===== src/rtl/tp_pkg.sv =====
// Shared types and defaults for the VGA test-pattern frame sequencer.
package tp_pkg;

  typedef enum logic [1:0] {
    ST_IDLE,
    ST_ARM,
    ST_RUN,
    ST_DRAIN
  } tp_seq_st_t;

  typedef enum logic [1:0] {
    PAT_BLACK,
    PAT_COLORBAR,
    PAT_GRAD,
    PAT_CHECKER
  } tp_pat_t;

  localparam int TP_NUM_PAT = 4;
  localparam int TP_HACT    = 640;
  localparam int TP_VACT    = 480;

  // A hold of zero frames would never advance, so it behaves as one frame.
  function automatic logic [7:0] eff_hold(input logic [7:0] hold);
    return (hold == 8'd0) ? 8'd1 : hold;
  endfunction

endpackage


===== src/rtl/tp_coord_cnt.sv =====
// Sync edge detection, active-pixel column/row tracking and active-window
// geometry checking for the test-pattern sequencer.
module tp_coord_cnt
  import tp_pkg::*;
#(
  parameter int COORD_W = 11,
  parameter int HACT    = TP_HACT,
  parameter int VACT    = TP_VACT
) (
  input  logic               clk,
  input  logic               rst_n,
  input  logic               en,
  input  logic               vsync,
  input  logic               dval,
  output logic               vs_rise,
  output logic               vs_fall,
  output logic [COORD_W-1:0] col,
  output logic [COORD_W-1:0] row,
  output logic               geo_err
);

  localparam logic [COORD_W-1:0] COL_MAX = COORD_W'(HACT - 1);
  localparam logic [COORD_W-1:0] ROW_MAX = COORD_W'(VACT - 1);
  localparam logic [COORD_W:0]   HACT_W  = (COORD_W + 1)'(HACT);
  localparam logic [COORD_W:0]   VACT_W  = (COORD_W + 1)'(VACT);

  logic               vs_d;
  logic               dv_d;
  logic               dv_fall;
  logic [COORD_W:0]   pix_cnt;
  logic [COORD_W:0]   line_cnt;
  logic [COORD_W:0]   line_total;

  assign vs_rise = vsync & ~vs_d;
  assign vs_fall = ~vsync & vs_d;
  assign dv_fall = ~dval & dv_d;

  // A line ending on the very cycle vsync drops still belongs to this frame.
  assign line_total = line_cnt + {{COORD_W{1'b0}}, dv_fall};

  assign geo_err = en & ((dv_fall & (pix_cnt != HACT_W)) |
                         (vs_fall & (line_total != VACT_W)));

  always_ff @(posedge clk) begin
    if (!rst_n) begin
      vs_d <= 1'b0;
      dv_d <= 1'b0;
    end else begin
      vs_d <= vsync;
      dv_d <= dval;
    end
  end

  // Separate error counters keep counting after col/row saturate.
  always_ff @(posedge clk) begin
    if (!rst_n || !en) begin
      col      <= '0;
      row      <= '0;
      pix_cnt  <= '0;
      line_cnt <= '0;
    end else if (vs_rise) begin
      col      <= '0;
      row      <= '0;
      pix_cnt  <= '0;
      line_cnt <= '0;
    end else begin
      if (dv_fall) begin
        col      <= '0;
        row      <= (row < ROW_MAX) ? row + 1'b1 : row;
        pix_cnt  <= '0;
        line_cnt <= (line_cnt != '1) ? line_cnt + 1'b1 : line_cnt;
      end else if (dval) begin
        col     <= (col < COL_MAX) ? col + 1'b1 : col;
        pix_cnt <= (pix_cnt != '1) ? pix_cnt + 1'b1 : pix_cnt;
      end
      if (vs_fall) begin
        line_cnt <= '0;
      end
    end
  end

endmodule


===== src/rtl/tp_frame_sequencer.sv =====
// Frame-level controller for the VGA test-pattern generator: start/stop,
// frame-aligned pattern selection with optional auto-cycling, frame counting.
module tp_frame_sequencer
  import tp_pkg::*;
#(
  parameter int NUM_PAT = TP_NUM_PAT,
  parameter int PAT_W   = 2,
  parameter int FCNT_W  = 16,
  parameter int COORD_W = 11,
  parameter int HACT    = TP_HACT,
  parameter int VACT    = TP_VACT
) (
  input  logic               px_clk,
  input  logic               sys_rst_n,
  input  logic               start_i,
  input  logic               stop_i,
  input  logic [PAT_W-1:0]   pat_mode_i,
  input  logic [7:0]         hold_frames_i,
  input  logic               auto_cycle_i,
  input  logic               vsync_i,
  input  logic               dval_i,
  output logic               tp_en_o,
  output logic [PAT_W-1:0]   pat_sel_o,
  output logic               pat_update_o,
  output logic [COORD_W-1:0] col_o,
  output logic [COORD_W-1:0] row_o,
  output logic [FCNT_W-1:0]  frame_cnt_o,
  output logic               busy_o,
  output logic               done_o,
  output logic               timing_err_o
);

  localparam logic [PAT_W-1:0] PAT_LAST = PAT_W'(NUM_PAT - 1);

  tp_seq_st_t       state;
  logic [7:0]       hold_lat;
  logic [7:0]       hold_cnt;
  logic             auto_lat;
  logic             coord_en;
  logic             vs_rise;
  logic             vs_fall;
  logic             geo_err;
  logic             advance;
  logic [PAT_W-1:0] next_pat;

  assign coord_en = (state == ST_RUN) || (state == ST_DRAIN);
  assign next_pat = (pat_sel_o >= PAT_LAST) ? '0 : pat_sel_o + 1'b1;
  assign advance  = auto_lat &&
                    (({1'b0, hold_cnt} + 9'd1) >= {1'b0, eff_hold(hold_lat)});

  tp_coord_cnt #(
    .COORD_W (COORD_W),
    .HACT    (HACT),
    .VACT    (VACT)
  ) u_coord (
    .clk     (px_clk),
    .rst_n   (sys_rst_n),
    .en      (coord_en),
    .vsync   (vsync_i),
    .dval    (dval_i),
    .vs_rise (vs_rise),
    .vs_fall (vs_fall),
    .col     (col_o),
    .row     (row_o),
    .geo_err (geo_err)
  );

  always_ff @(posedge px_clk) begin
    if (!sys_rst_n) begin
      state        <= ST_IDLE;
      hold_lat     <= '0;
      hold_cnt     <= '0;
      auto_lat     <= 1'b0;
      tp_en_o      <= 1'b0;
      pat_sel_o    <= '0;
      pat_update_o <= 1'b0;
      frame_cnt_o  <= '0;
      busy_o       <= 1'b0;
      done_o       <= 1'b0;
      timing_err_o <= 1'b0;
    end else begin
      pat_update_o <= 1'b0;
      done_o       <= 1'b0;
      if (geo_err) begin
        timing_err_o <= 1'b1;
      end

      case (state)
        ST_IDLE: begin
          if (start_i) begin
            hold_lat     <= hold_frames_i;
            auto_lat     <= auto_cycle_i;
            pat_sel_o    <= pat_mode_i;
            frame_cnt_o  <= '0;
            hold_cnt     <= '0;
            timing_err_o <= 1'b0;
            tp_en_o      <= 1'b1;
            busy_o       <= 1'b1;
            state        <= ST_ARM;
          end
        end

        ST_ARM: begin
          if (stop_i) begin
            tp_en_o <= 1'b0;
            busy_o  <= 1'b0;
            done_o  <= 1'b1;
            state   <= ST_IDLE;
          end else if (vs_rise) begin
            pat_update_o <= 1'b1;
            state        <= ST_RUN;
          end
        end

        ST_RUN: begin
          if (vs_fall) begin
            frame_cnt_o <= frame_cnt_o + 1'b1;
            if (advance) begin
              pat_sel_o    <= next_pat;
              hold_cnt     <= '0;
              pat_update_o <= 1'b1;
            end else begin
              hold_cnt <= hold_cnt + 1'b1;
            end
          end
          // A stop in blanking (including the vs_fall cycle) ends at once.
          if (stop_i) begin
            if (!vsync_i) begin
              tp_en_o <= 1'b0;
              busy_o  <= 1'b0;
              done_o  <= 1'b1;
              state   <= ST_IDLE;
            end else begin
              state <= ST_DRAIN;
            end
          end
        end

        ST_DRAIN: begin
          if (vs_fall) begin
            frame_cnt_o <= frame_cnt_o + 1'b1;
            tp_en_o     <= 1'b0;
            busy_o      <= 1'b0;
            done_o      <= 1'b1;
            state       <= ST_IDLE;
          end
        end

        default: state <= ST_IDLE;
      endcase
    end
  end

endmodule

===== config.mk =====
export PLATFORM = sky130hd
export DESIGN_NAME = tp_frame_sequencer
export DESIGN_NICKNAME = d
export VERILOG_FILES = /design/src/rtl/tp_pkg.sv /design/src/rtl/tp_coord_cnt.sv /design/src/rtl/tp_frame_sequencer.sv
export SDC_FILE = /design/constraint.sdc
export NUM_CORES = 1
export LEC_CHECK = 0
export CORE_ASPECT_RATIO = 1.2
export CORE_MARGIN = 2
export CORE_UTILIZATION = 40
export DETAILED_ROUTE_END_ITERATION = 7
export GPL_TIMING_DRIVEN = 0
export HOLD_SLACK_MARGIN = 0.05
export SETUP_SLACK_MARGIN = 0.4
export SYNTH_ARGS = -nofsm -noshare
export SYNTH_HDL_FRONTEND = slang
export SYNTH_SLANG_ARGS = --single-unit

===== constraint.sdc =====
create_clock -name px_clk -period 2.9 [get_ports px_clk]
set_clock_uncertainty 0.05 [all_clocks]
set_input_delay 0.58 -clock px_clk [delete_from_list [all_inputs] [get_ports px_clk]]
set_output_delay 0.58 -clock px_clk [all_outputs]
set_load 0.02 [all_outputs]

==> results of run 1 <==
[cell usage in the layout, fill, tap and decap left out, types with 6 or more instances in the layout]
cell type	n
and3_1	12
nor2_1	69
a21boi_0	10
inv_1	20
ha_1	18
and2_1	6
clkdlybuf4s50_1	60
nor3_1	9
clkbuf_1	19
nor3b_1	6
nand2_1	55
a211oi_1	6
and4_1	7
clkbuf_16	9
dfxtp_1	83
nor4_1	7
mux2i_1	8
xnor2_1	25
nand4_1	13
xor2_1	21
nand3_1	21
o211ai_1	6
o21ai_0	17
a21oi_1	20
or3_1	11
buf_4	8
[synth_stat cells, types with 2 or more instances]
master,number
a2111oi_0,2
buf_4,2
o21bai_1,2
nand2b_1,6
mux2_2,2
a41oi_1,2
a41o_1,3
nand4_1,13
o21ai_0,18
a31oi_1,4
nor2b_1,6
a21boi_0,10
a211oi_1,6
and2_1,6
clkbuf_1,19
o31ai_1,2
nor4_1,7
o311ai_0,2
o211ai_1,6
nor3b_1,7
nand2_1,55
a31o_2,2
mux2i_1,8
nand3_1,23
nor2_1,70
a21oi_1,20
xnor2_1,26
or3_1,11
xor2_1,22
nor3_1,10
ha_1,22
o41ai_1,2
and4_1,7
and3_1,12
o21a_1,4
buf_2,2
inv_1,21
dfxtp_1,89
nor4b_1,2
[how the worst max path moves through the flow]
stage | slack, ps | start | endpoint | depth (start not counted)
after CTS | 400 | dval_i | timing_err_o$_SDFF_PN0_ | 9
after global placement | -40 | vsync_i | frame_cnt_o[15]$_SDFFE_PN0P_ | 7
final | 510 | hold_cnt[3]$_SDFFE_PN0P_ | hold_cnt[7]$_SDFFE_PN0P_ | 10
after detailed placement | -90 | vsync_i | frame_cnt_o[15]$_SDFFE_PN0P_ | 7
after floorplan | 500 | state[0]$_SDFFE_PN0P_ | frame_cnt_o[15]$_SDFFE_PN0P_ | 9
after global routing | 370 | hold_cnt[3]$_SDFFE_PN0P_ | hold_cnt[5]$_SDFFE_PN0P_ | 10
[worst min-delay path, delay by kind of cell, from the launching register on]
kind | cells | cell delay, ps
simple gates | 1 | 50
compound gates | 1 | 60
flops | 1 | 310
[what timing repair did]
action | 4_1_cts | 5_1_grt
pin swaps | 2 | 4
buffers inserted | 1 | 6
endpoints found under the setup margin | 15 | 19
resized for setup | 21 | 22
cloned | 0 | 0
[state kept, by name, summed over array words and instances (netlist names), 2 cells and up]
signal / count
pat_sel_o: 2
u_coord.col: 11
hold_lat: 8
frame_cnt_o: 16
u_coord.row: 11
state: 2
hold_cnt: 8
u_coord.pix_cnt: 12
u_coord.line_cnt: 12
[layer usage]
metal  routed length, microns  part of all wire  up-vias
met4                      236             0.022        0
met5                        0                 0        -
met2                     5180              0.48       93
met3                      426             0.040       19
met1                     4933              0.46     1974
li1                         -                 -     2132
[power groups by stage]
stage	clock, W	sequential, W	combinational, W
2_1_floorplan	0	0.00129	0.000172
3_3_place_gp	0	0.00129	0.000260
3_5_place_dp	0	0.00129	0.000265
4_1_cts	0.00123	0.00127	0.000300
5_1_grt	0.00128	0.00127	0.000355
6_report	0.00120	0.00127	0.000321
[cells by family after synthesis]
| family | count (synthesis) |
|---|---|
| compound gates | 98 |
| xor+xnor | 48 |
| fa+ha+maj | 22 |
| buf+inv | 44 |
| flops | 89 |
| mux | 11 |
| simple gates | 242 |
[metrics by stage]
stage | total power [W] | instances | area [sq um] | setup slack [ps]
finish | 0.002785 | 794 | 5998 | 513.2
global route | 0.002907 | 794 | 5998 | 372.4
CTS | 0.002799 | 788 | 5871 | 395.8
detailed placement | 0.001556 | 771 | 5443 | -89.89
global placement | 0.001551 | 771 | 5443 | -42.34
floorplan | 0.001466 | 554 | 4646 | 496.0
[final cells by class]
class | count | area, sq um | area share
Multi-Input combinational cell | 421 | 2851 | 0.4754
Sequential cell | 89 | 1794 | 0.2991
Timing Repair Buffer | 67 | 665.6 | 0.1110
Clock buffer | 12 | 256.5 | 0.04276
Tap cell | 157 | 196.4 | 0.03275
Buffer | 23 | 103.9 | 0.01731
Inverter | 21 | 78.83 | 0.01314
Clock inverter | 4 | 51.30 | 0.008552
==> impl_metrics.ini, run 1 <==
[logic_synthesis]
syn_area_sq_um = 4646
synthMuxAreaShare = 0.02505
synth_area_per_cell_sq_um = 8.386
synthDistinctLibCells = 60
yosysSeqAreaShare = 0.3835
synthArstFlopShare = 0
synth.area.top_cells = dfxtp_1, ha_1, nor2_1
synth-xor-area-share = 0.09049
synthFlopType = dfxtp_1
synthSimpleGateAreaFrac = 0.2599
yosysTopAreaCellShare = 0.3835
synth_edf_count = 0
synth_top_cell_by_area = dfxtp_1
synth-adder-area-share = 0.05925
synthCells = 554
ys_ff_latch = 89
synth-compound-area-share = 0.1441
ys_warn_count = 0
synth_top_family_by_area = simple AND/OR/NAND/NOR gates
syn_nets = 593

[clock_network]
cts_buffers = 9
max-clock-path-buffers = 2
cts.reportedPaths.clkPinSlew_ps = 60
ctsHoldBuffers = 0
clk_latency_ps = 340
numClockSinks = 89
root_buffer = clkbuf_16
cts_tree = yes
cts-htree-levels = 3

[global_routing]
grt_max_degree = 15
busiest_layer = met2
met1_usage = 0.2215
overflow = 0
track_usage = 0.1786
antenna_found_initial = 0
global_route.usage.met2 = 0.2977
grt_first_pass_wirelength_microns = 18010
use_met3 = 0.04131
grt_pass1_vias = 3938

[routing]
drc = 0
drt_iter0_markers = 126
viasPerCell = 5.312
drt-total-wl_microns = 10780
wl_per_cell_microns = 13.57
drt_pre_antenna_iters = 5
num_vias = 4218
ant_nets = 0

[worst_setup_path]
cp_common_cell = nand2_1
reg2reg_from = hold_cnt[3]$_SDFFE_PN0P_
cpPeakStageDelay_ps = 470
arrival_ps = 2600
timing_worst_setup_path_type = flip-flop to flip-flop
cpLargestDelayFamily = simple AND/OR/NAND/NOR gates
cpMaxStageDelayCell = dfxtp_1
critPathLaunchType = flip-flop
r2r_end = hold_cnt[7]$_SDFFE_PN0P_
cp_max_fo = 10
reg2reg_depth = 10
cp_num_buf_inv = 1
endpoint_kind = flip-flop
cp.required_ps = 3120
cp_cell_sequence = nand2_1 > or2_4 > xnor2_1 > ha_1 > nand2_1 > o21bai_1 > a311oi_4 > a211oi_4 > buf_12 > nor3b_2
r2r_slack_ps = 510

[floorplan]
dieHeight_microns = 122.1
core_area_sq_um = 11460
dieArea_sq_um = 12500
die_w_microns = 102.4
io_pins = 62
initial_core_util = 0.4054
row_count = 43

[sta]
final-setup-viol-count = 0
rsz0062_at_grt = false
tns_ps = 0
drv_slew = 0
hold_viol = 0
max_freq_mhz = 419.0
min_period_over_period = 0.8231
holdWs_ps = 413.4
finalCriticalPeriod_ps = 2387
tightest_slew_ps = 644.5
relSlewSlack = 0.5580

[layout]
area_delta_synth_final_pct = 29.11
nets = 671
final_util = 0.5234
drive_above_1_share = 0.09419
fillers = 1138
diodes = 0

[pwr]
swShare = 0.2409
p_sw_w = 0.0006709
vdd.ir_drop.worst_v = 0.0002292
internal_power_w = 0.002114
combPwrFrac = 0.115
power_density_nw_per_um2 = 464.2
p_leak_nw = 2.081
clockPowerShare = 0.430
power_frac_seq = 0.455

[min_path]
hold_path_end = hold_lat[2]$_SDFFE_PN0P_
worstHoldPathType = flip-flop to flip-flop
hold_start = hold_lat[2]$_SDFFE_PN0P_
hold_path_depth = 2

[placed_design]
place.port_buffers = 60
gp_congestion = 0.8424
dpl.hpwl_microns = 7640

[job]
cap_violations = 0

[run_status]
status = complete, no violations
(Power assumes the default switching activity.)
==> run 2: changes to the inputs <==
Clock period 2.9 ns to 2.3 ns, I/O delays scaled along.
==> impl_metrics.ini, run 2 (synthesized netlist as in run 1, its figures left out) <==
[clock_network]
cts-htree-levels = 3
numClockSinks = 89
ctsHoldBuffers = 0
cts.reportedPaths.clkPinSlew_ps = 70
cts_tree = yes
root_buffer = clkbuf_16
max-clock-path-buffers = 2
clk_latency_ps = 340
cts_buffers = 9

[sta]
max_freq_mhz = 438.4
min_period_over_period = 0.9919
finalCriticalPeriod_ps = 2281
relSlewSlack = 0.5708
hold_viol = 0
tightest_slew_ps = 637.1
tns_ps = 0
drv_slew = 0
final-setup-viol-count = 0
rsz0062_at_grt = true

[global_routing]
grt_max_degree = 14
grt_first_pass_wirelength_microns = 19240
antenna_found_initial = 0
overflow = 0
track_usage = 0.1927
grt_pass1_vias = 4177

[layout]
fillers = 1057
final_cell_mix = dfxtp_1, nor2_1, nand2_1
drive_above_1_share = 0.2146
layout.area.seq_sq_um = 1812
multi_input_area_sq_um = 3202
reg.largest.list = frame_cnt_o x16, u_coord.line_cnt x12, u_coord.pix_cnt x12
area_delta_synth_final_pct = 44.38
max_flop_register = frame_cnt_o
final_common_cell = dfxtp_1
largest_reg_flops = 16
nets = 705
diodes = 0

[routing]
ant_nets = 0
drt-total-wl_microns = 11880
viasPerCell = 5.316
drt_pre_antenna_iters = 4
wl_met2_microns = 6124
met3WireLength_microns = 423
num_vias = 4402
drt_iter0_markers = 168
highest_layer = met4
drc = 0
wl_per_cell_microns = 14.35
drt-met1-wl_microns = 4984

[worst_setup_path]
timing_worst_setup_path_type = flip-flop to flip-flop
cp_max_fo = 5
arrival_ps = 2510
cp.required_ps = 2530
endpoint_kind = flip-flop
critPathLaunchType = flip-flop

[placed_design]
gp_congestion = 0.8736
dpl.hpwl_microns = 7671
place.port_buffers = 60

[floorplan]
die_w_microns = 102.4
initial_core_util = 0.4054
io_pins = 62
core_area_sq_um = 11460
dieArea_sq_um = 12500
row_count = 43
dieHeight_microns = 122.1

[pwr]
p_leak_nw = 2.741
vdd.ir_drop.worst_v = 0.0003655
total_power_w = 0.003631
power_density_nw_per_um2 = 541.3

[run_status]
status = complete, no violations

[min_path]
worstHoldPathType = flip-flop to flip-flop

[job]
cap_violations = 0
[run 2: worst paths after layout]
kind                            start                           to  slack, ps  cells past startpoint
max reg2reg     state[0]$_SDFFE_PN0P_  frame_cnt_o[9]$_SDFFE_PN0P_         20                      9
max             state[0]$_SDFFE_PN0P_  frame_cnt_o[9]$_SDFFE_PN0P_         20                      9
min reg2reg  hold_lat[2]$_SDFFE_PN0P_     hold_lat[2]$_SDFFE_PN0P_        420                      2
min          hold_lat[2]$_SDFFE_PN0P_     hold_lat[2]$_SDFFE_PN0P_        420                      2
[run 2: layout make-up]
cell class | instances | share of cell area
well taps | 157 | 0.02929
inverters | 21 | 0.01287
flip-flops and latches | 89 | 0.2701
clock buffers | 13 | 0.03731
clock inverters | 3 | 0.005969
multi-input cells | 422 | 0.4773
plain buffers | 23 | 0.02444
repair buffers | 100 | 0.1427
[run 2: through the flow]
| step | utilization | area, sq um | std cells | hold slack (ps) | setup slack [ps] |
|---|---|---|---|---|---|
| detailed placement | 0.4880 | 5593 | 771 | 417.7 | -376.2 |
| global placement | 0.4880 | 5593 | 771 | 408.7 | -330.8 |
| global route | 0.5853 | 6708 | 828 | 458.5 | -53.09 |
| finish | 0.5853 | 6708 | 828 | 420.6 | 18.75 |
| CTS | 0.5538 | 6346 | 817 | 426.1 | -34.88 |
| floorplan | - | 4796 | 554 | 393.5 | 135.4 |
[run 2: where the power goes]
part / switching, W / total (W) / internal, W / leakage [nW]
Combinational: 0.000286 / 0.000579 / 0.000293 / 1.87
Sequential: 0.0000297 / 0.00160 / 0.00157 / 0.726
Clock: 0.000585 / 0.00145 / 0.000869 / 0.144
[run 2: repair_timing]
action / CTS / global route
setup buffers: 28 / 11
pin swaps: 19 / 27
gates cloned: 2 / 0
endpoints found under the setup margin: 81 / 76
endpoints found under the hold margin: 0 / 0
gates resized for setup: 83 / 68
[run 2: critical path, stage by stage, from the launching register on]
cell and delay, ps:
dfxtp_4 380, inv_4 50, ha_4 160, or2_1 210, buf_6 130, mux2i_4 190
or4_4 440, buf_6 150, or3_4 320, a21oi_2 130
[run 2: per-layer routing]
metal / up-vias / GRT usage
met3: 28 / 0.02582
met2: 103 / 0.3372
li1: 2192 / -
met5: - / 0
met4: 0 / 0.08667
met1: 2079 / 0.2325
